<file path="src/rtl/dmem_responder_if.sv">
// dmem_responder_if -- backend request/response and memory-side bus bundle
// for the dmem_responder block.
//
// Handshakes:
//   Backend: a request is taken on a clk edge where req_valid and req_ready
//   are both 1. req_ready is 1 only while the responder is idle. The request
//   fields only need to be valid in that cycle. resp_valid is a single-cycle
//   pulse and is never back-pressured.
//   Memory: bus_req stays high with stable bus_wr/bus_addr/bus_wstrb/
//   bus_wdata until the cycle bus_addr_ok is 1. The transfer completes in the
//   cycle bus_data_ok is 1, which is the same cycle or any later one, and
//   bus_rdata is valid in that cycle.
interface dmem_responder_if #(
  parameter int ADDR_W = 32,
  parameter int DATA_W = 32
);
  // backend request side
  logic              req_valid;
  logic              req_we;
  logic [ADDR_W-1:0] req_addr;
  logic [3:0]        req_wstrb;
  logic [DATA_W-1:0] req_wdata;
  logic              req_ready;
  // backend response side
  logic              flush;
  logic              resp_valid;
  logic [DATA_W-1:0] resp_rdata;
  logic              resp_err;
  // memory side
  logic              bus_req;
  logic              bus_wr;
  logic [ADDR_W-1:0] bus_addr;
  logic [3:0]        bus_wstrb;
  logic [DATA_W-1:0] bus_wdata;
  logic              bus_addr_ok;
  logic              bus_data_ok;
  logic [DATA_W-1:0] bus_rdata;

  // master: backend plus memory model (the environment around the responder)
  modport master (
    output req_valid, req_we, req_addr, req_wstrb, req_wdata, flush,
           bus_addr_ok, bus_data_ok, bus_rdata,
    input  req_ready, resp_valid, resp_rdata, resp_err,
           bus_req, bus_wr, bus_addr, bus_wstrb, bus_wdata
  );

  // slave: the responder itself
  modport slave (
    input  req_valid, req_we, req_addr, req_wstrb, req_wdata, flush,
           bus_addr_ok, bus_data_ok, bus_rdata,
    output req_ready, resp_valid, resp_rdata, resp_err,
           bus_req, bus_wr, bus_addr, bus_wstrb, bus_wdata
  );
endinterface

</file>
<file path="src/rtl/dmem_responder.sv">
// dmem_responder -- single-outstanding data-memory responder. It takes one
// load/store from the backend, runs one address phase and one data phase on
// the memory bus, and returns a single-cycle response pulse.
//
// Optional feature: define DMEM_TIMEOUT_EN to build a bus watchdog. The
// watchdog ends a stuck transaction after TIMEOUT_CYC cycles in the address
// and data phases and reports it with resp_err=1. Without the macro there is
// no counter, resp_err is tied low, and the FSM waits indefinitely.
//
// Only DATA_W = 32 is supported because byte enables are fixed at 4 bits.
module dmem_responder #(
  parameter int ADDR_W      = 32,
  parameter int DATA_W      = 32,
  parameter int TIMEOUT_CYC = 255
) (
  input  logic                 clk,
  input  logic                 rst,
  dmem_responder_if.slave      dmem,
  output logic [1:0]           o_dbg_state
);

  typedef enum logic [1:0] {
    S_IDLE = 2'd0,
    S_ADDR = 2'd1,
    S_DATA = 2'd2,
    S_RESP = 2'd3
  } state_t;

  // Word alignment mask for the memory-side address.
  localparam logic [ADDR_W-1:0] ALIGN_MASK = ~ADDR_W'(3);

  state_t            r_state;
  logic              r_req_ready;
  logic              r_we;        // latched store/load select, drives bus_wr
  logic [ADDR_W-1:0] r_addr;      // latched byte address
  logic [3:0]        r_wstrb;
  logic [DATA_W-1:0] r_wdata;
  logic              r_bus_req;
  logic              r_cancel;    // flush seen while this transaction was on the bus
  logic              r_resp_pend; // a response is due in RESP (not cancelled)
  logic [DATA_W-1:0] r_resp_rdata;
  logic              w_resp_allow;

  // A response survives only if nothing cancelled it, including a flush in
  // the same cycle that the FSM moves into RESP.
  assign w_resp_allow = !(r_cancel || dmem.flush);

`ifdef DMEM_TIMEOUT_EN
  localparam int WDOG_W = ($clog2(TIMEOUT_CYC + 1) > 8) ? $clog2(TIMEOUT_CYC + 1) : 8;
  localparam logic [WDOG_W-1:0] WDOG_LAST = WDOG_W'(TIMEOUT_CYC - 1);

  logic [WDOG_W-1:0] r_wdog;
  logic              r_err;
`endif

  // Main FSM: sequences the bus transaction and registers all bus and
  // response outputs.
  always_ff @(posedge clk) begin
    if (rst) begin
      r_state      <= S_IDLE;
      r_req_ready  <= 1'b1;
      r_we         <= 1'b0;
      r_addr       <= '0;
      r_wstrb      <= '0;
      r_wdata      <= '0;
      r_bus_req    <= 1'b0;
      r_cancel     <= 1'b0;
      r_resp_pend  <= 1'b0;
      r_resp_rdata <= '0;
`ifdef DMEM_TIMEOUT_EN
      r_wdog       <= '0;
      r_err        <= 1'b0;
`endif
    end else begin
      case (r_state)
        S_IDLE: begin
          // A flush in the same cycle drops the request without a trace.
          if (dmem.req_valid && !dmem.flush) begin
            r_we        <= dmem.req_we;
            r_addr      <= dmem.req_addr;
            r_wstrb     <= dmem.req_wstrb;
            r_wdata     <= dmem.req_wdata;
            r_bus_req   <= 1'b1;
            r_req_ready <= 1'b0;
            r_cancel    <= 1'b0;
            r_state     <= S_ADDR;
`ifdef DMEM_TIMEOUT_EN
            r_wdog      <= '0;
`endif
          end
        end

        S_ADDR: begin
          if (dmem.flush) r_cancel <= 1'b1;
`ifdef DMEM_TIMEOUT_EN
          r_wdog <= r_wdog + 1'b1;
`endif
          if (dmem.bus_addr_ok && dmem.bus_data_ok) begin
            // Address and data phases together: data is delivered now.
            r_bus_req    <= 1'b0;
            r_resp_pend  <= w_resp_allow;
            r_resp_rdata <= r_we ? '0 : dmem.bus_rdata;
            r_state      <= S_RESP;
          end else if (dmem.bus_addr_ok) begin
            r_bus_req <= 1'b0;
            r_state   <= S_DATA;
          end
`ifdef DMEM_TIMEOUT_EN
          else if (r_wdog == WDOG_LAST) begin
            r_bus_req    <= 1'b0;
            r_resp_pend  <= w_resp_allow;
            r_resp_rdata <= '0;
            r_err        <= 1'b1;
            r_state      <= S_RESP;
          end
`endif
        end

        S_DATA: begin
          if (dmem.flush) r_cancel <= 1'b1;
`ifdef DMEM_TIMEOUT_EN
          r_wdog <= r_wdog + 1'b1;
`endif
          if (dmem.bus_data_ok) begin
            r_resp_pend  <= w_resp_allow;
            r_resp_rdata <= r_we ? '0 : dmem.bus_rdata;
            r_state      <= S_RESP;
          end
`ifdef DMEM_TIMEOUT_EN
          else if (r_wdog == WDOG_LAST) begin
            r_resp_pend  <= w_resp_allow;
            r_resp_rdata <= '0;
            r_err        <= 1'b1;
            r_state      <= S_RESP;
          end
`endif
        end

        S_RESP: begin
          // The response lasts one cycle. Clear it on the way back to idle.
          r_resp_pend  <= 1'b0;
          r_resp_rdata <= '0;
          r_cancel     <= 1'b0;
          r_req_ready  <= 1'b1;
          r_state      <= S_IDLE;
`ifdef DMEM_TIMEOUT_EN
          r_err        <= 1'b0;
`endif
        end

        default: begin
          r_state     <= S_IDLE;
          r_req_ready <= 1'b1;
          r_bus_req   <= 1'b0;
        end
      endcase
    end
  end

  // A flush during the RESP cycle itself must still suppress the pulse, so
  // it gates the registered pending bit directly.
  assign dmem.resp_valid = r_resp_pend && !dmem.flush;
  assign dmem.resp_rdata = r_resp_rdata;
`ifdef DMEM_TIMEOUT_EN
  assign dmem.resp_err   = r_err;
`else
  assign dmem.resp_err   = 1'b0;
`endif

  assign dmem.req_ready  = r_req_ready;
  assign dmem.bus_req    = r_bus_req;
  assign dmem.bus_wr     = r_we;
  assign dmem.bus_addr   = r_addr & ALIGN_MASK;
  assign dmem.bus_wstrb  = r_wstrb;
  assign dmem.bus_wdata  = r_wdata;

  assign o_dbg_state     = r_state;

endmodule

</file>
<file path="src/flat_wrapper.sv">
// flat-port wrapper written by rule: the top's interface ports become plain ports
module dmem_responder_flat 
#(
  parameter int ADDR_W      = 32,
  parameter int DATA_W      = 32,
  parameter int TIMEOUT_CYC = 255
)
  (clk, rst, o_dbg_state, dmem_req_valid, dmem_req_we, dmem_req_addr, dmem_req_wstrb, dmem_req_wdata, dmem_flush, dmem_bus_addr_ok, dmem_bus_data_ok, dmem_bus_rdata, dmem_req_ready, dmem_resp_valid, dmem_resp_rdata, dmem_resp_err, dmem_bus_req, dmem_bus_wr, dmem_bus_addr, dmem_bus_wstrb, dmem_bus_wdata);
  dmem_responder_if #(.ADDR_W(ADDR_W), .DATA_W(DATA_W)) dmem_i ();
  input  logic clk;
  input  logic rst;
  output logic [1:0] o_dbg_state;
  input wire logic [$bits(dmem_i.req_valid)-1:0] dmem_req_valid;
  input wire logic [$bits(dmem_i.req_we)-1:0] dmem_req_we;
  input wire logic [$bits(dmem_i.req_addr)-1:0] dmem_req_addr;
  input wire logic [$bits(dmem_i.req_wstrb)-1:0] dmem_req_wstrb;
  input wire logic [$bits(dmem_i.req_wdata)-1:0] dmem_req_wdata;
  input wire logic [$bits(dmem_i.flush)-1:0] dmem_flush;
  input wire logic [$bits(dmem_i.bus_addr_ok)-1:0] dmem_bus_addr_ok;
  input wire logic [$bits(dmem_i.bus_data_ok)-1:0] dmem_bus_data_ok;
  input wire logic [$bits(dmem_i.bus_rdata)-1:0] dmem_bus_rdata;
  output wire logic [$bits(dmem_i.req_ready)-1:0] dmem_req_ready;
  output wire logic [$bits(dmem_i.resp_valid)-1:0] dmem_resp_valid;
  output wire logic [$bits(dmem_i.resp_rdata)-1:0] dmem_resp_rdata;
  output wire logic [$bits(dmem_i.resp_err)-1:0] dmem_resp_err;
  output wire logic [$bits(dmem_i.bus_req)-1:0] dmem_bus_req;
  output wire logic [$bits(dmem_i.bus_wr)-1:0] dmem_bus_wr;
  output wire logic [$bits(dmem_i.bus_addr)-1:0] dmem_bus_addr;
  output wire logic [$bits(dmem_i.bus_wstrb)-1:0] dmem_bus_wstrb;
  output wire logic [$bits(dmem_i.bus_wdata)-1:0] dmem_bus_wdata;
  assign dmem_i.req_valid = dmem_req_valid;
  assign dmem_i.req_we = dmem_req_we;
  assign dmem_i.req_addr = dmem_req_addr;
  assign dmem_i.req_wstrb = dmem_req_wstrb;
  assign dmem_i.req_wdata = dmem_req_wdata;
  assign dmem_i.flush = dmem_flush;
  assign dmem_i.bus_addr_ok = dmem_bus_addr_ok;
  assign dmem_i.bus_data_ok = dmem_bus_data_ok;
  assign dmem_i.bus_rdata = dmem_bus_rdata;
  assign dmem_req_ready = dmem_i.req_ready;
  assign dmem_resp_valid = dmem_i.resp_valid;
  assign dmem_resp_rdata = dmem_i.resp_rdata;
  assign dmem_resp_err = dmem_i.resp_err;
  assign dmem_bus_req = dmem_i.bus_req;
  assign dmem_bus_wr = dmem_i.bus_wr;
  assign dmem_bus_addr = dmem_i.bus_addr;
  assign dmem_bus_wstrb = dmem_i.bus_wstrb;
  assign dmem_bus_wdata = dmem_i.bus_wdata;
  dmem_responder #(.ADDR_W(ADDR_W), .DATA_W(DATA_W), .TIMEOUT_CYC(TIMEOUT_CYC)) u_core (.clk(clk), .rst(rst), .dmem(dmem_i), .o_dbg_state(o_dbg_state));
endmodule
</file>
<file path="config.mk">
export PLATFORM = sky130hd
export DESIGN_NAME = dmem_responder_flat
export DESIGN_NICKNAME = d
export VERILOG_FILES = /design/src/rtl/dmem_responder_if.sv /design/src/rtl/dmem_responder.sv /design/src/flat_wrapper.sv
export SDC_FILE = /design/constraint.sdc
export NUM_CORES = 1
export LEC_CHECK = 0
export BUFFER_PORTS_ARGS = -buffer_cell sky130_fd_sc_hd__buf_2
export CORE_MARGIN = 3
export CORE_UTILIZATION = 45
export CTS_CLUSTER_DIAMETER = 50
export DETAILED_ROUTE_END_ITERATION = 8
export HOLD_SLACK_MARGIN = 0.03
export PLACE_DENSITY_LB_ADDON = 0.3
export SETUP_SLACK_MARGIN = 0.02
export SLEW_MARGIN = 20
export SYNTH_ARGS = -nofsm -noshare
export SYNTH_HDL_FRONTEND = slang
export SYNTH_SLANG_ARGS = --single-unit
</file>
<file path="constraint.sdc">
create_clock -name clk -period 2 [get_ports clk]
set_input_delay 0.1 -clock clk [delete_from_list [all_inputs] [get_ports clk]]
set_output_delay 0.1 -clock clk [all_outputs]
set_load 0.01 [all_outputs]
</file>
# Word level (Yosys, flattened, before mapping)
# Index checks and enable logic that the tools add are counted.
[totals]
reg_bits = 107
in_bits = 107
output_inout_bits = 107
elab_cells = 55
[classes]
eq_ne = 8
muxes = 20
n_reduce_logical = 17
[op_table]
columns = ["cell", "n"]
rows = [
  ["$mux 32", 3],
  ["$pmux 32 s3", 1],
  ["$reduce_and 3->1", 3],
  ["$mux 2", 4],
  ["$pmux 2 s4", 1],
  ["$mux 1", 7],
  ["$ne 2x1->1 const B", 3],
  ["$pmux 1 s3", 2],
  ["$reduce_and 2->1", 3],
  ["$eq 2x2->1 const B", 2],
  ["$pmux 1 s2", 2],
  ["$reduce_bool 2->1", 2],
  ["$logic_and 1x1->1", 3],
  ["$ne 3x2->1 const B", 1],
  ["$reduce_bool 3->1", 1],
  ["$eq 2x1->1 const B", 1],
  ["$logic_not 1->1", 2],
  ["$logic_not 2->1", 1],
  ["$ne 2x2->1 const B", 1],
  ["$reduce_or 2->1", 1],
  ["$logic_or 1x1->1", 1],
]

# Depth between registers and ports, before layout
# Gate-level depths: netlist of run 1.
[depth]
word_depth = 4
mapped_depth = 9
mapped_depth_nobuf = 6

# Worst setup path before layout of run 1
# Ideal clock, no wire load.
[synth_timing]
kind = "reg-to-reg"
from = "register u_core.r_state[0], in the netlist u_core.o_dbg_state[0]"
to = "register u_core.r_wdata[10], in the netlist u_core.dmem.bus_wdata[10]"
setup_ns = 0.132
arrival_ns = 1.485
required_ns = 1.868
slack_ns = 0.383
path_stages_with_launch = 10
path_buffers = 3
period_less_slack_ns = 1.617
path_cell_list = "dfxtp_1 > inv_1 > ha_1 > inv_1 > or2_1 > buf_2 > buf_4 > buf_6 > nand2_1 > a21oi_1"
[synth_between]
elab_chain_cells = 2
[synth_lines]
columns = ["element", "line", "rtl"]
rows = [
  ["from (decl)", "dmem_responder.sv:32", "state_t r_state;"],
  ["from (signal assigned)", "dmem_responder.sv:60", "r_state <= S_IDLE;"],
  ["from (signal assigned)", "dmem_responder.sv:86", "r_state <= S_ADDR;"],
  ["from (signal assigned)", "dmem_responder.sv:103", "r_state <= S_RESP;"],
  ["$logic_not 2->1", "dmem_responder.sv:75", "case (r_state)"],
  ["$reduce_and 2->1 (no source line)", "n/a", ""],
  ["to (signal assigned)", "dmem_responder.sv:82", "r_wdata <= dmem.req_wdata;"],
  ["to (decl)", "dmem_responder.sv:37", "logic [DATA_W-1:0] r_wdata;"],
]
# No other way between the ends.
# A chain may end at the register's enable or synchronous reset.

# Worst setup path in the final report of run 1
[layout_timing]
from = "register u_core.r_state[1], in the netlist u_core.o_dbg_state[1]"
to = "register u_core.r_addr[6]"
[layout_between]
elab_chain_cells = 2
[layout_lines]
columns = ["element", "line", "rtl"]
rows = [
  ["$logic_not 2->1", "dmem_responder.sv:75", ""],
  ["$reduce_and 2->1 (no source line)", "n/a", ""],
  ["to (signal assigned)", "dmem_responder.sv:80", "r_addr <= dmem.req_addr;"],
  ["to (decl)", "dmem_responder.sv:35", "logic [ADDR_W-1:0] r_addr;"],
]
# No other way between the ends.

==> impl_metrics.py, run 1 <==
metrics = {
    "outcome": {
        "outcome": "finished, final reports clean",
    },
    "critical_path": {
        "max_stage_delay_ns": 0.43,
        "critical_path.most_common_cell": "sky130_fd_sc_hd__inv_1",
        "critical_path_start_type": "flip-flop",
        "worst-endpoint-arrival_ns": 2.04,
        "worst-path-buf-inv": 3,
        "worst_path_dominant_cell_family": "buffers and inverters",
        "timing.critical_path.fanout_max": 41,
        "crit_path_cell_trace": "inv_1 -> ha_1 -> inv_1 -> or2_4 -> buf_12 -> nand2_1 -> a21oi_1",
        "endpoint_kind": "flip-flop",
        "cp_data_required_time_ns": 2.29,
        "criticalPathCategory": "reg -> reg",
        "rrSetupSlack_ns": 0.25,
        "critPathSlowestCell": "sky130_fd_sc_hd__dfxtp_1",
    },
    "sta": {
        "slew_viol_final": 0,
        "grt_setup_unrepaired": "no",
        "max_clock_freq_mhz": 571,
        "worst_clock_skew_ns": 0.0176,
        "final.setup.worst_slack_ns": 0.248,
        "finalCritPeriodShare_pct": 87.6,
        "setup-tns-final_ns": 0,
        "min_period_ns": 1.75,
        "count_of_endpoints_failing_hold_in_the_final_timing_report": 0,
        "setup_violations": 0,
    },
    "yosys": {
        "synth_cell_count_leaders": "sky130_fd_sc_hd__nand2_1, sky130_fd_sc_hd__dfxtp_1, sky130_fd_sc_hd__a21oi_1",
        "ys.warnings.count": 0,
        "synth.lib_cells_used.distinct": 28,
        "synth.top_cells.by_area": "sky130_fd_sc_hd__dfxtp_1, sky130_fd_sc_hd__nand2_1, sky130_fd_sc_hd__a21oi_1",
        "synth-async-reset-ratio_pct": 0,
        "avgSynthCellArea_um2": 8.47,
        "syn-cell-area_um2": 4050,
        "yosys_most_used_dff": "sky130_fd_sc_hd__dfxtp_1",
        "synth_edf_count": 0,
        "post-synth-top-area-fraction_pct": 51.9,
        "synthCells": 478,
        "count_leader_synth": "sky130_fd_sc_hd__nand2_1",
        "synth_top_cell_by_area": "sky130_fd_sc_hd__dfxtp_1",
        "ys_seq_elements": 105,
        "yosysSeqAreaShare_pct": 51.9,
    },
    "placed_design": {
        "portBuffers": 208,
        "finalWeightedCongestion": 0.787,
        "dp_worst_setup_slack_ns": 0.188,
        "post-dp-hpwl_mm": 7.74,
    },
    "cts": {
        "cts_tree": "done",
        "cts-buffers-inserted": 9,
        "clock_sinks": 105,
        "clock-root-buffer": "sky130_fd_sc_hd__clkbuf_8",
        "clkTransAtPathRegs_ns": 0.11,
        "htree_num_levels": 3,
        "clock_path_buffers": 2,
        "worst_skew_pair.late_latency_ns": 0.36,
        "post_cts.repair.setup_buffers": 0,
    },
    "detailed_routing": {
        "routed_wire_length_per_instance_um": 14.6,
        "drt_pass1_iterations": 4,
        "drcViolationCount": 0,
        "via_cell_ratio": 4.90,
        "via_count": 4327,
        "dr.first_iter.drc_count": 190,
        "number_of_routed_nets_with_antenna_violations": 0,
        "postRouteWirelength_mm": 12.9,
    },
    "floorplanning": {
        "io_pins": 214,
        "floorplan.die_area_um2": 10200,
        "dieHeight_um": 101,
        "placementRows": 33,
        "start_util_pct": 47.8,
        "die_w_um": 101,
        "core_region_area_um2": 8460,
    },
    "global_routing": {
        "number_of_antenna_violations_at_the_first_check_in_global_routing": 0,
        "gr-usage-all-layers_pct": 25.1,
        "globalRoute.totalOverflow": 0,
        "first_global_vias": 4500,
        "grt_first_pass_wirelength_mm": 20.7,
        "grt_max_degree": 49,
    },
    "power": {
        "worst_ir_drop_vdd_mv": 0.504,
        "power.density_cell_area_nw_per_um2": 991,
        "power.static_leakage_nw": 3.13,
    },
    "layout": {
        "utilization_pct": 75.3,
        "area_growth_syn_to_layout_pct": 57.4,
        "share_of_final_layout_standard_cells_stronger_than_drive_strength_1_pct": 30.8,
        "final_net_count": 884,
    },
    "min_path": {
        "worstHoldPathType": "in -> reg",
    },
    "run": {
        "maxCapViolCount": 0,
    },
}
through the flow:
step           hold slack, ns  cells  instance area [um2]  power (mW)
6_report               0.0954    883                 6370        6.32
5_1_grt                 0.115    882                 6370        6.68
4_1_cts                0.0809    882                 6370        6.31
3_5_place_dp            0.347    766                 5160        4.78
3_3_place_gp            0.340    766                 5160        4.70
2_1_floorplan           0.216    480                 4060        4.02
cell usage in the layout (no fill, tap or decap):
cell,n
sky130_fd_sc_hd__buf_2,208
sky130_fd_sc_hd__nand2_1,169
sky130_fd_sc_hd__dfxtp_1,105
sky130_fd_sc_hd__dlygate4sd3_1,100
sky130_fd_sc_hd__a21oi_1,72
sky130_fd_sc_hd__mux2i_1,34
sky130_fd_sc_hd__nand2b_1,33
sky130_fd_sc_hd__clkbuf_8,10
sky130_fd_sc_hd__buf_4,7
sky130_fd_sc_hd__ha_1,5
sky130_fd_sc_hd__inv_1,4
sky130_fd_sc_hd__conb_1,3
sky130_fd_sc_hd__buf_12,3
sky130_fd_sc_hd__nor2b_1,2
sky130_fd_sc_hd__nor2_1,2
sky130_fd_sc_hd__inv_6,2
sky130_fd_sc_hd__diode_2,1
sky130_fd_sc_hd__nand2b_4,1
sky130_fd_sc_hd__nor2_4,1
sky130_fd_sc_hd__or2_4,1
sky130_fd_sc_hd__nor3_4,1
sky130_fd_sc_hd__o21ai_0,1
sky130_fd_sc_hd__nand2b_2,1
sky130_fd_sc_hd__a311oi_1,1
sky130_fd_sc_hd__or4_1,1
sky130_fd_sc_hd__nor3_1,1
sky130_fd_sc_hd__a221o_1,1
sky130_fd_sc_hd__a31oi_1,1
sky130_fd_sc_hd__or3_1,1
sky130_fd_sc_hd__o31ai_1,1
sky130_fd_sc_hd__o21bai_1,1
sky130_fd_sc_hd__bufinv_16,1
sky130_fd_sc_hd__inv_8,1
sky130_fd_sc_hd__clkinv_2,1
sky130_fd_sc_hd__clkinv_4,1
timing repair:
item	in CTS	in global routing
hold endpoints to repair	100	0
setup endpoints to repair	0	12
resized for setup	0	1
hold buffers	100	0
final cells by class:
type	count	area [um2]
Antenna cell	1	2.50
Clock buffer	10	138
Clock inverter	6	72.6
Fill cell	601	2090
Inverter	4	15.0
Multi-Input combinational cell	334	1760
Sequential cell	105	2100
Tap cell	105	131
Timing Repair Buffer	318	2150
final timing paths:
check	from	end	cells after the start
hold / removal	dmem_flush	u_core.r_resp_pend$_SDFFE_PP0P_	3
hold reg to reg	u_core.dmem.bus_wdata[5]$_SDFFE_PP0P_	u_core.dmem.bus_wdata[5]$_SDFFE_PP0P_	2
setup reg to reg	u_core.o_dbg_state[1]$_SDFFE_PP0P_	u_core.r_addr[6]$_SDFFE_PP0P_	7
setup / recovery	u_core.o_dbg_state[1]$_SDFFE_PP0P_	u_core.r_addr[6]$_SDFFE_PP0P_	7
layer usage:
| metal | vias to the layer above | track usage [%] | share of wire (%) |
|---|---|---|---|
| li1 | 2115 | - | - |
| met1 | 1985 | 27.7 | 37 |
| met2 | 184 | 45.7 | 53 |
| met3 | 43 | 5.61 | 7.0 |
| met4 | 0 | 11.2 | 3.4 |
| met5 | - | 0 | 0 |
worst reg2reg max path: stages, from the launching register on:
cell and delay, ns:
sky130_fd_sc_hd__dfxtp_1 0.43, sky130_fd_sc_hd__inv_1 0.11, sky130_fd_sc_hd__ha_1 0.23, sky130_fd_sc_hd__inv_1 0.14, sky130_fd_sc_hd__or2_4 0.27, sky130_fd_sc_hd__buf_12 0.24
sky130_fd_sc_hd__nand2_1 0.10, sky130_fd_sc_hd__a21oi_1 0.17
sequential cells by signal, indices dropped and copies added (netlist names):
register	count
u_core.r_addr	30
u_core.dmem.resp_rdata	32
u_core.dmem.bus_wr	1
u_core.o_dbg_state	2
u_core.r_resp_pend	1
u_core.dmem.req_ready	1
u_core.dmem.bus_wdata	32
u_core.dmem.bus_req	1
u_core.r_cancel	1
u_core.dmem.bus_wstrb	4
cells by family after synthesis:
kind of cell	share of synthesized area, %
other cells	0.0926
buf+inv	5.25
fa+ha+maj	1.55
flops	51.9
simple gates	22.8
compound gates	10.0
mux	8.41
power by group:
group,leakage (nW),internal (mW),switching [mW],total (mW)
combinational,2.17,1.03,1.20,2.22
clock,0.109,0.632,0.748,1.38
sequential,0.857,2.50,0.217,2.71
total,3.13,4.16,2.16,6.32
Power figures use the tool's default switching activity.
==> inputs of run 2 (changes only) <==
--- a/config.mk
+++ b/config.mk
@@ -6,11 +6,13 @@
 export NUM_CORES = 1
 export LEC_CHECK = 0
 export BUFFER_PORTS_ARGS = -buffer_cell sky130_fd_sc_hd__buf_2
+export CORE_ASPECT_RATIO = 1.4
 export CORE_MARGIN = 3
 export CORE_UTILIZATION = 45
 export CTS_CLUSTER_DIAMETER = 50
 export DETAILED_ROUTE_END_ITERATION = 8
 export HOLD_SLACK_MARGIN = 0.03
+export MAX_ROUTING_LAYER = met4
 export PLACE_DENSITY_LB_ADDON = 0.3
 export SETUP_SLACK_MARGIN = 0.02
 export SLEW_MARGIN = 20
==> constraint.sdc (replaced) <==
create_clock -name clk -period 2 [get_ports clk]
set_input_delay 0.6 -clock clk [delete_from_list [all_inputs] [get_ports clk]]
set_output_delay 0.6 -clock clk [all_outputs]
set_load 0.01 [all_outputs]
==> run 2 against run 1 <==
  * Sequential power barely moved
  * Combinational power down 9.9%
  * Power grew 1.8%
  * Sequential cell count is the same
  * Sequential share of layout area rose by 5.6 points
  * Global-route usage shrank 4.4 points
  * Critical path depth is the same
  * Clock skew fell by 0.013 ns
  * Clock power up 26%
  * Via count decreased by 13%
==> impl_metrics.py, run 2 (synthesized netlist as in run 1, its figures left out) <==
metrics = {
    "critical_path": {
        "rrSetupSlack_ns": 0.25,
        "worst-endpoint-arrival_ns": 1.97,
        "critPathSlowestCell": "sky130_fd_sc_hd__dfxtp_1",
        "cp.depth": 7,
        "worst_path_dominant_cell_family": "flip-flops",
        "max_stage_delay_ns": 0.38,
        "worst_setup_endpoint": "u_core.dmem.resp_rdata[31]$_SDFFE_PP0P_",
        "timing.rr.end": "u_core.dmem.resp_rdata[31]$_SDFFE_PP0P_",
        "criticalPathCategory": "reg -> reg",
        "timing.rr.start": "u_core.o_dbg_state[0]$_SDFFE_PP0P_",
        "critical_path.startpoint": "u_core.o_dbg_state[0]$_SDFFE_PP0P_",
        "worst-path-buf-inv": 2,
        "critical_path_start_type": "flip-flop",
        "endpoint_kind": "flip-flop",
        "r2r_cell_count": 7,
        "timing.critical_path.fanout_max": 21,
        "cp_data_required_time_ns": 2.21,
        "crit_path_cell_trace": "inv_1 -> ha_1 -> nor2b_1 -> o21ai_0 -> nand2b_2 -> buf_12 -> mux2i_1",
    },
    "detailed_routing": {
        "drcViolationCount": 0,
        "routed_wire_length_per_instance_um": 13.1,
        "number_of_routed_nets_with_antenna_violations": 0,
        "postRouteWirelength_mm": 10.2,
        "drt_pass1_iterations": 6,
        "via_cell_ratio": 4.82,
        "dr.first_iter.drc_count": 144,
        "via_count": 3771,
    },
    "placed_design": {
        "post-dp-hpwl_mm": 7.47,
        "finalWeightedCongestion": 0.751,
        "portBuffers": 208,
        "placed_cell_area_um2": 5160,
        "placedCellCount": 766,
    },
    "outcome": {
        "outcome": "finished, final reports clean",
    },
    "sta": {
        "max_clock_freq_mhz": 571,
        "finalCritPeriodShare_pct": 87.5,
        "count_of_endpoints_failing_hold_in_the_final_timing_report": 0,
        "setup-tns-final_ns": 0,
        "worst_clock_skew_ns": 0.00478,
        "slew_viol_final": 0,
        "grt_setup_unrepaired": "no",
        "min_period_ns": 1.75,
        "setup_violations": 0,
    },
    "floorplanning": {
        "io_pins": 214,
        "dieHeight_um": 118,
        "start_util_pct": 46.8,
        "core_region_area_um2": 8660,
        "floorplan.die_area_um2": 10200,
        "placementRows": 40,
        "die_w_um": 86.2,
    },
    "cts": {
        "cts_tree": "done",
        "clock_sinks": 105,
        "clkTransAtPathRegs_ns": 0.07,
        "post_cts.repair.setup_buffers": 0,
        "clock-root-buffer": "sky130_fd_sc_hd__clkbuf_16",
        "worst_skew_pair.late_latency_ns": 0.33,
        "cts-resized-gates": 0,
        "clock_path_buffers": 2,
        "cts-buffers-inserted": 9,
        "cts_hold_bufs": 0,
        "htree_num_levels": 3,
    },
    "power": {
        "power.share.switching_pct": 31.9,
        "pwr-share-comb_pct": 31.0,
        "switching_power_mw": 2.05,
        "power.density_cell_area_nw_per_um2": 1180,
        "p_clk_share_pct": 27.1,
        "cell_internal_pwr_mw": 4.38,
        "pwr-share-seq_pct": 41.9,
        "worst_ir_drop_vdd_mv": 0.703,
        "power.static_leakage_nw": 2.75,
    },
    "global_routing": {
        "grt_max_degree": 81,
        "globalRoute.totalOverflow": 0,
        "first_global_vias": 3667,
        "grt_first_pass_wirelength_mm": 16.7,
        "number_of_antenna_violations_at_the_first_check_in_global_routing": 0,
        "gr-usage-all-layers_pct": 20.7,
    },
    "layout": {
        "design_area_um2": 5450,
        "area_growth_syn_to_layout_pct": 34.7,
        "most-common-layout-cells": "sky130_fd_sc_hd__buf_2, sky130_fd_sc_hd__nand2_1, sky130_fd_sc_hd__dfxtp_1",
        "utilization_pct": 63.0,
        "antenna_cells_inserted": 0,
        "non_filler_instances": 782,
        "final_net_count": 784,
        "layout_commonest_cell": "sky130_fd_sc_hd__buf_2",
        "share_of_final_layout_standard_cells_stronger_than_drive_strength_1_pct": 35.3,
    },
    "min_path": {
        "worstHoldPathType": "reg -> reg",
    },
    "run": {
        "maxCapViolCount": 0,
    },
}
[run 2: cell types whose count changed in the layout (fill, tap and decap cells not counted), sizes merged]
cell         before  now
diode             1    0
inv               7    4
dlygate4sd3     100    0
clkinv            2    4
clkinvlp          0    1
[run 2: worst min path at each step]
stage | cells past startpoint | end | from | slack, ns
5_1_grt | 2 | u_core.dmem.bus_wdata[28]$_SDFFE_PP0P_ | u_core.dmem.bus_wdata[28]$_SDFFE_PP0P_ | 0.47
3_5_place_dp | 2 | u_core.dmem.bus_wdata[28]$_SDFFE_PP0P_ | u_core.dmem.bus_wdata[28]$_SDFFE_PP0P_ | 0.44
4_1_cts | 2 | u_core.dmem.bus_wdata[28]$_SDFFE_PP0P_ | u_core.dmem.bus_wdata[28]$_SDFFE_PP0P_ | 0.45
2_1_floorplan | 2 | u_core.r_resp_pend$_SDFFE_PP0P_ | u_core.r_resp_pend$_SDFFE_PP0P_ | 0.45
3_3_place_gp | 2 | u_core.dmem.bus_wdata[8]$_SDFFE_PP0P_ | u_core.dmem.bus_wdata[8]$_SDFFE_PP0P_ | 0.44
6_report | 2 | u_core.dmem.bus_wdata[8]$_SDFFE_PP0P_ | u_core.dmem.bus_wdata[8]$_SDFFE_PP0P_ | 0.45
[run 2: cell type report]
class                   instances  area (um2)
clock buffers                  10         239
clock inverters                 6        57.6
fillers                       783        3200
inverters                       4        15.0
multi-input cells             334        1760
flip-flops and latches        105        2100
well taps                     105         131
repair buffers                218        1150
[run 2: worst min-delay path, delay by kind of cell, from the launching register on]
kind,cells,cell delay (ns)
flops,1,0.31
simple gates,1,0.05
compound gates,1,0.05
[run 2: metrics by stage]
step / setup WS (ns) / power [mW] / hold slack [ns]
after floorplan: 0.383 / 4.02 / 0.447
after global placement: 0.242 / 4.70 / 0.439
after detailed placement: 0.216 / 4.77 / 0.443
after CTS: 0.227 / 6.51 / 0.453
after global routing: 0.0552 / 6.83 / 0.471
final: 0.249 / 6.43 / 0.451
[run 2: power by group through the flow]
| stage | clock network [mW] | logic, mW | registers, mW |
|---|---|---|---|
| floorplan | 0 | 1.09 | 2.93 |
| global placement | 0 | 1.98 | 2.72 |
| detailed placement | 0 | 2.02 | 2.74 |
| CTS | 1.79 | 2.03 | 2.70 |
| global route | 1.88 | 2.20 | 2.75 |
| finish | 1.74 | 2.00 | 2.69 |
[run 2: per-layer routing]
| layer | routed length, um | up-vias | global-route usage [%] | part of all wire (%) |
|---|---|---|---|---|
| li1 | - | 1914 | - | - |
| met1 | 4090 | 1700 | 23.3 | 40 |
| met2 | 5160 | 140 | 34.8 | 51 |
| met3 | 742 | 17 | 4.88 | 7.3 |
| met4 | 223 | 0 | 8.22 | 2.2 |
| met5 | 0 | - | - | 0 |
==> inputs of run 3 (changes only) <==
--- a/config.mk
+++ b/config.mk
@@ -13,7 +13,8 @@
 export DETAILED_ROUTE_END_ITERATION = 8
 export HOLD_SLACK_MARGIN = 0.03
 export MAX_ROUTING_LAYER = met4
-export PLACE_DENSITY_LB_ADDON = 0.3
+export PLACE_DENSITY = 0.83
+export RECOVER_POWER = 50
 export SETUP_SLACK_MARGIN = 0.02
 export SLEW_MARGIN = 20
 export SYNTH_ARGS = -nofsm -noshare
==> run 3 against run 2 <==
  * Worst hold slack gained 0.0013 ns
  * Register-to-register slack gained 0.05 ns
  * Sequential share of layout area grew 0.90 points
  * First-iteration DRC count grew 19%
  * Largest cell class unchanged
==> impl_metrics.py, run 3 (synthesized netlist as in run 1, its figures left out) <==
metrics = {
    "floorplanning": {
        "start_util_pct": 46.8,
        "placementRows": 40,
        "floorplan.die_area_um2": 10200,
        "die_w_um": 86.2,
        "io_pins": 214,
        "dieHeight_um": 118,
        "core_region_area_um2": 8660,
    },
    "placed_design": {
        "finalWeightedCongestion": 0.856,
        "post-dp-hpwl_mm": 7.57,
        "portBuffers": 208,
        "dp_worst_setup_slack_ns": 0.229,
    },
    "layout": {
        "utilization_pct": 61.6,
        "multi_input_comb_area_um2": 1750,
        "share_of_final_layout_standard_cells_stronger_than_drive_strength_1_pct": 19.7,
        "area_occupied_by_registers_um2": 2100,
        "antenna_cells_inserted": 0,
        "area_growth_syn_to_layout_pct": 31.6,
        "most-common-layout-cells": "sky130_fd_sc_hd__nand2_1, sky130_fd_sc_hd__buf_2, sky130_fd_sc_hd__dfxtp_1",
        "layout_commonest_cell": "sky130_fd_sc_hd__nand2_1",
        "layout.filler_cells": 823,
        "final_net_count": 781,
    },
    "detailed_routing": {
        "via_cell_ratio": 4.86,
        "dr.first_iter.drc_count": 171,
        "routed_wire_length_per_instance_um": 13.4,
        "postRouteWirelength_mm": 10.4,
        "drt_pass1_iterations": 4,
        "number_of_routed_nets_with_antenna_violations": 0,
        "via_count": 3789,
        "drcViolationCount": 0,
    },
    "critical_path": {
        "critical_path.most_common_cell": "sky130_fd_sc_hd__inv_1",
        "criticalPathCategory": "reg -> reg",
        "critical_path_start_type": "flip-flop",
        "crit_path_cell_trace": "inv_1 -> ha_1 -> inv_1 -> or2_2 -> buf_12 -> nand2_1 -> a21oi_1",
        "r2r_cell_count": 7,
        "critPathSlowestCell": "sky130_fd_sc_hd__dfxtp_1",
        "max_stage_delay_ns": 0.34,
        "timing.critical_path.fanout_max": 67,
        "worst-endpoint-arrival_ns": 1.91,
        "cp_data_required_time_ns": 2.21,
        "endpoint_kind": "flip-flop",
    },
    "run": {
        "maxCapViolCount": 0,
    },
    "global_routing": {
        "number_of_antenna_violations_at_the_first_check_in_global_routing": 0,
        "grt_first_pass_wirelength_mm": 16.7,
        "grt_max_degree": 68,
        "first_global_vias": 3736,
        "globalRoute.totalOverflow": 0,
        "gr-usage-all-layers_pct": 20.7,
    },
    "power": {
        "worst_ir_drop_vdd_mv": 0.730,
        "finalPower_mw": 6.47,
        "power.density_cell_area_nw_per_um2": 1210,
        "power.static_leakage_nw": 2.33,
    },
    "cts": {
        "cts-buffers-inserted": 9,
        "cts_hold_bufs": 0,
        "clock-root-buffer": "sky130_fd_sc_hd__clkbuf_16",
        "clock_sinks": 105,
        "worst_skew_pair.late_latency_ns": 0.33,
        "clock_path_buffers": 2,
        "cts_tree": "done",
        "cts-resized-gates": 0,
        "htree_num_levels": 3,
        "clkTransAtPathRegs_ns": 0.07,
        "post_cts.repair.setup_buffers": 0,
    },
    "sta": {
        "min_period_ns": 1.70,
        "slew_viol_final": 0,
        "finalCritPeriodShare_pct": 85.0,
        "grt_setup_unrepaired": "no",
        "setup-tns-final_ns": 0,
        "final.setup.worst_slack_ns": 0.299,
        "max_clock_freq_mhz": 588,
        "count_of_endpoints_failing_hold_in_the_final_timing_report": 0,
        "setup_violations": 0,
        "worst_clock_skew_ns": 0.00494,
    },
    "outcome": {
        "outcome": "finished, final reports clean",
    },
    "min_path": {
        "worstHoldPathType": "reg -> reg",
        "timing.hold.worst_path_depth": 2,
    },
}
## run 3: cell count changes in the layout (fill, tap and decap cells not counted), sizes merged
cell    previous run  this run
buf              218       113
clkbuf            10       113
clkinv             4         2
bufinv             1         2
## run 3: final cells by class
type | count | area share, %
clock inverter | 5 | 1.46
multi-input combinational | 334 | 32.8
clock buffer | 11 | 4.74
sequential | 105 | 39.4
tap | 105 | 2.46
inverter | 4 | 0.282
timing repair buffer | 215 | 18.8
## run 3: power breakdown
part / leakage (nW) / internal (mW) / total (mW) / switching [mW]
Clock: 0.162 / 1.16 / 1.90 / 0.735
Combinational: 1.31 / 0.767 / 1.86 / 1.09
Sequential: 0.857 / 2.50 / 2.71 / 0.211
Total: 2.33 / 4.43 / 6.47 / 2.04
## run 3: routing by layer
layer	part of all wire (%)	global-route usage, %
met1	38	22.2
met2	52	35.5
met3	7.3	5.16
met4	2.2	9.21
met5	0	-
## run 3: critical path, delay by kind of cell, from the launching register on
| kind | cells | cell delay (ns) |
|---|---|---|
| simple gates | 2 | 0.45 |
| buf+inv | 3 | 0.43 |
| compound gates | 1 | 0.07 |
| flops | 1 | 0.34 |
| fa+ha+maj | 1 | 0.24 |
## run 3: worst paths after layout
kind | slack, ns | endpoint | from
setup / recovery | 0.30 | u_core.dmem.bus_wdata[29]$_SDFFE_PP0P_ | u_core.o_dbg_state[0]$_SDFFE_PP0P_
hold / removal | 0.45 | u_core.r_addr[13]$_SDFFE_PP0P_ | u_core.r_addr[13]$_SDFFE_PP0P_
setup reg to reg | 0.30 | u_core.dmem.bus_wdata[29]$_SDFFE_PP0P_ | u_core.o_dbg_state[0]$_SDFFE_PP0P_
hold reg to reg | 0.45 | u_core.r_addr[13]$_SDFFE_PP0P_ | u_core.r_addr[13]$_SDFFE_PP0P_
## run 3: per-stage QoR
stage	cells	area (um2)	hold slack, ns
6_report	779	5330	0.452
5_1_grt	779	5330	0.476
4_1_cts	779	5470	0.452
3_5_place_dp	763	5130	0.443
3_3_place_gp	763	5130	0.439
2_1_floorplan	480	4060	0.447
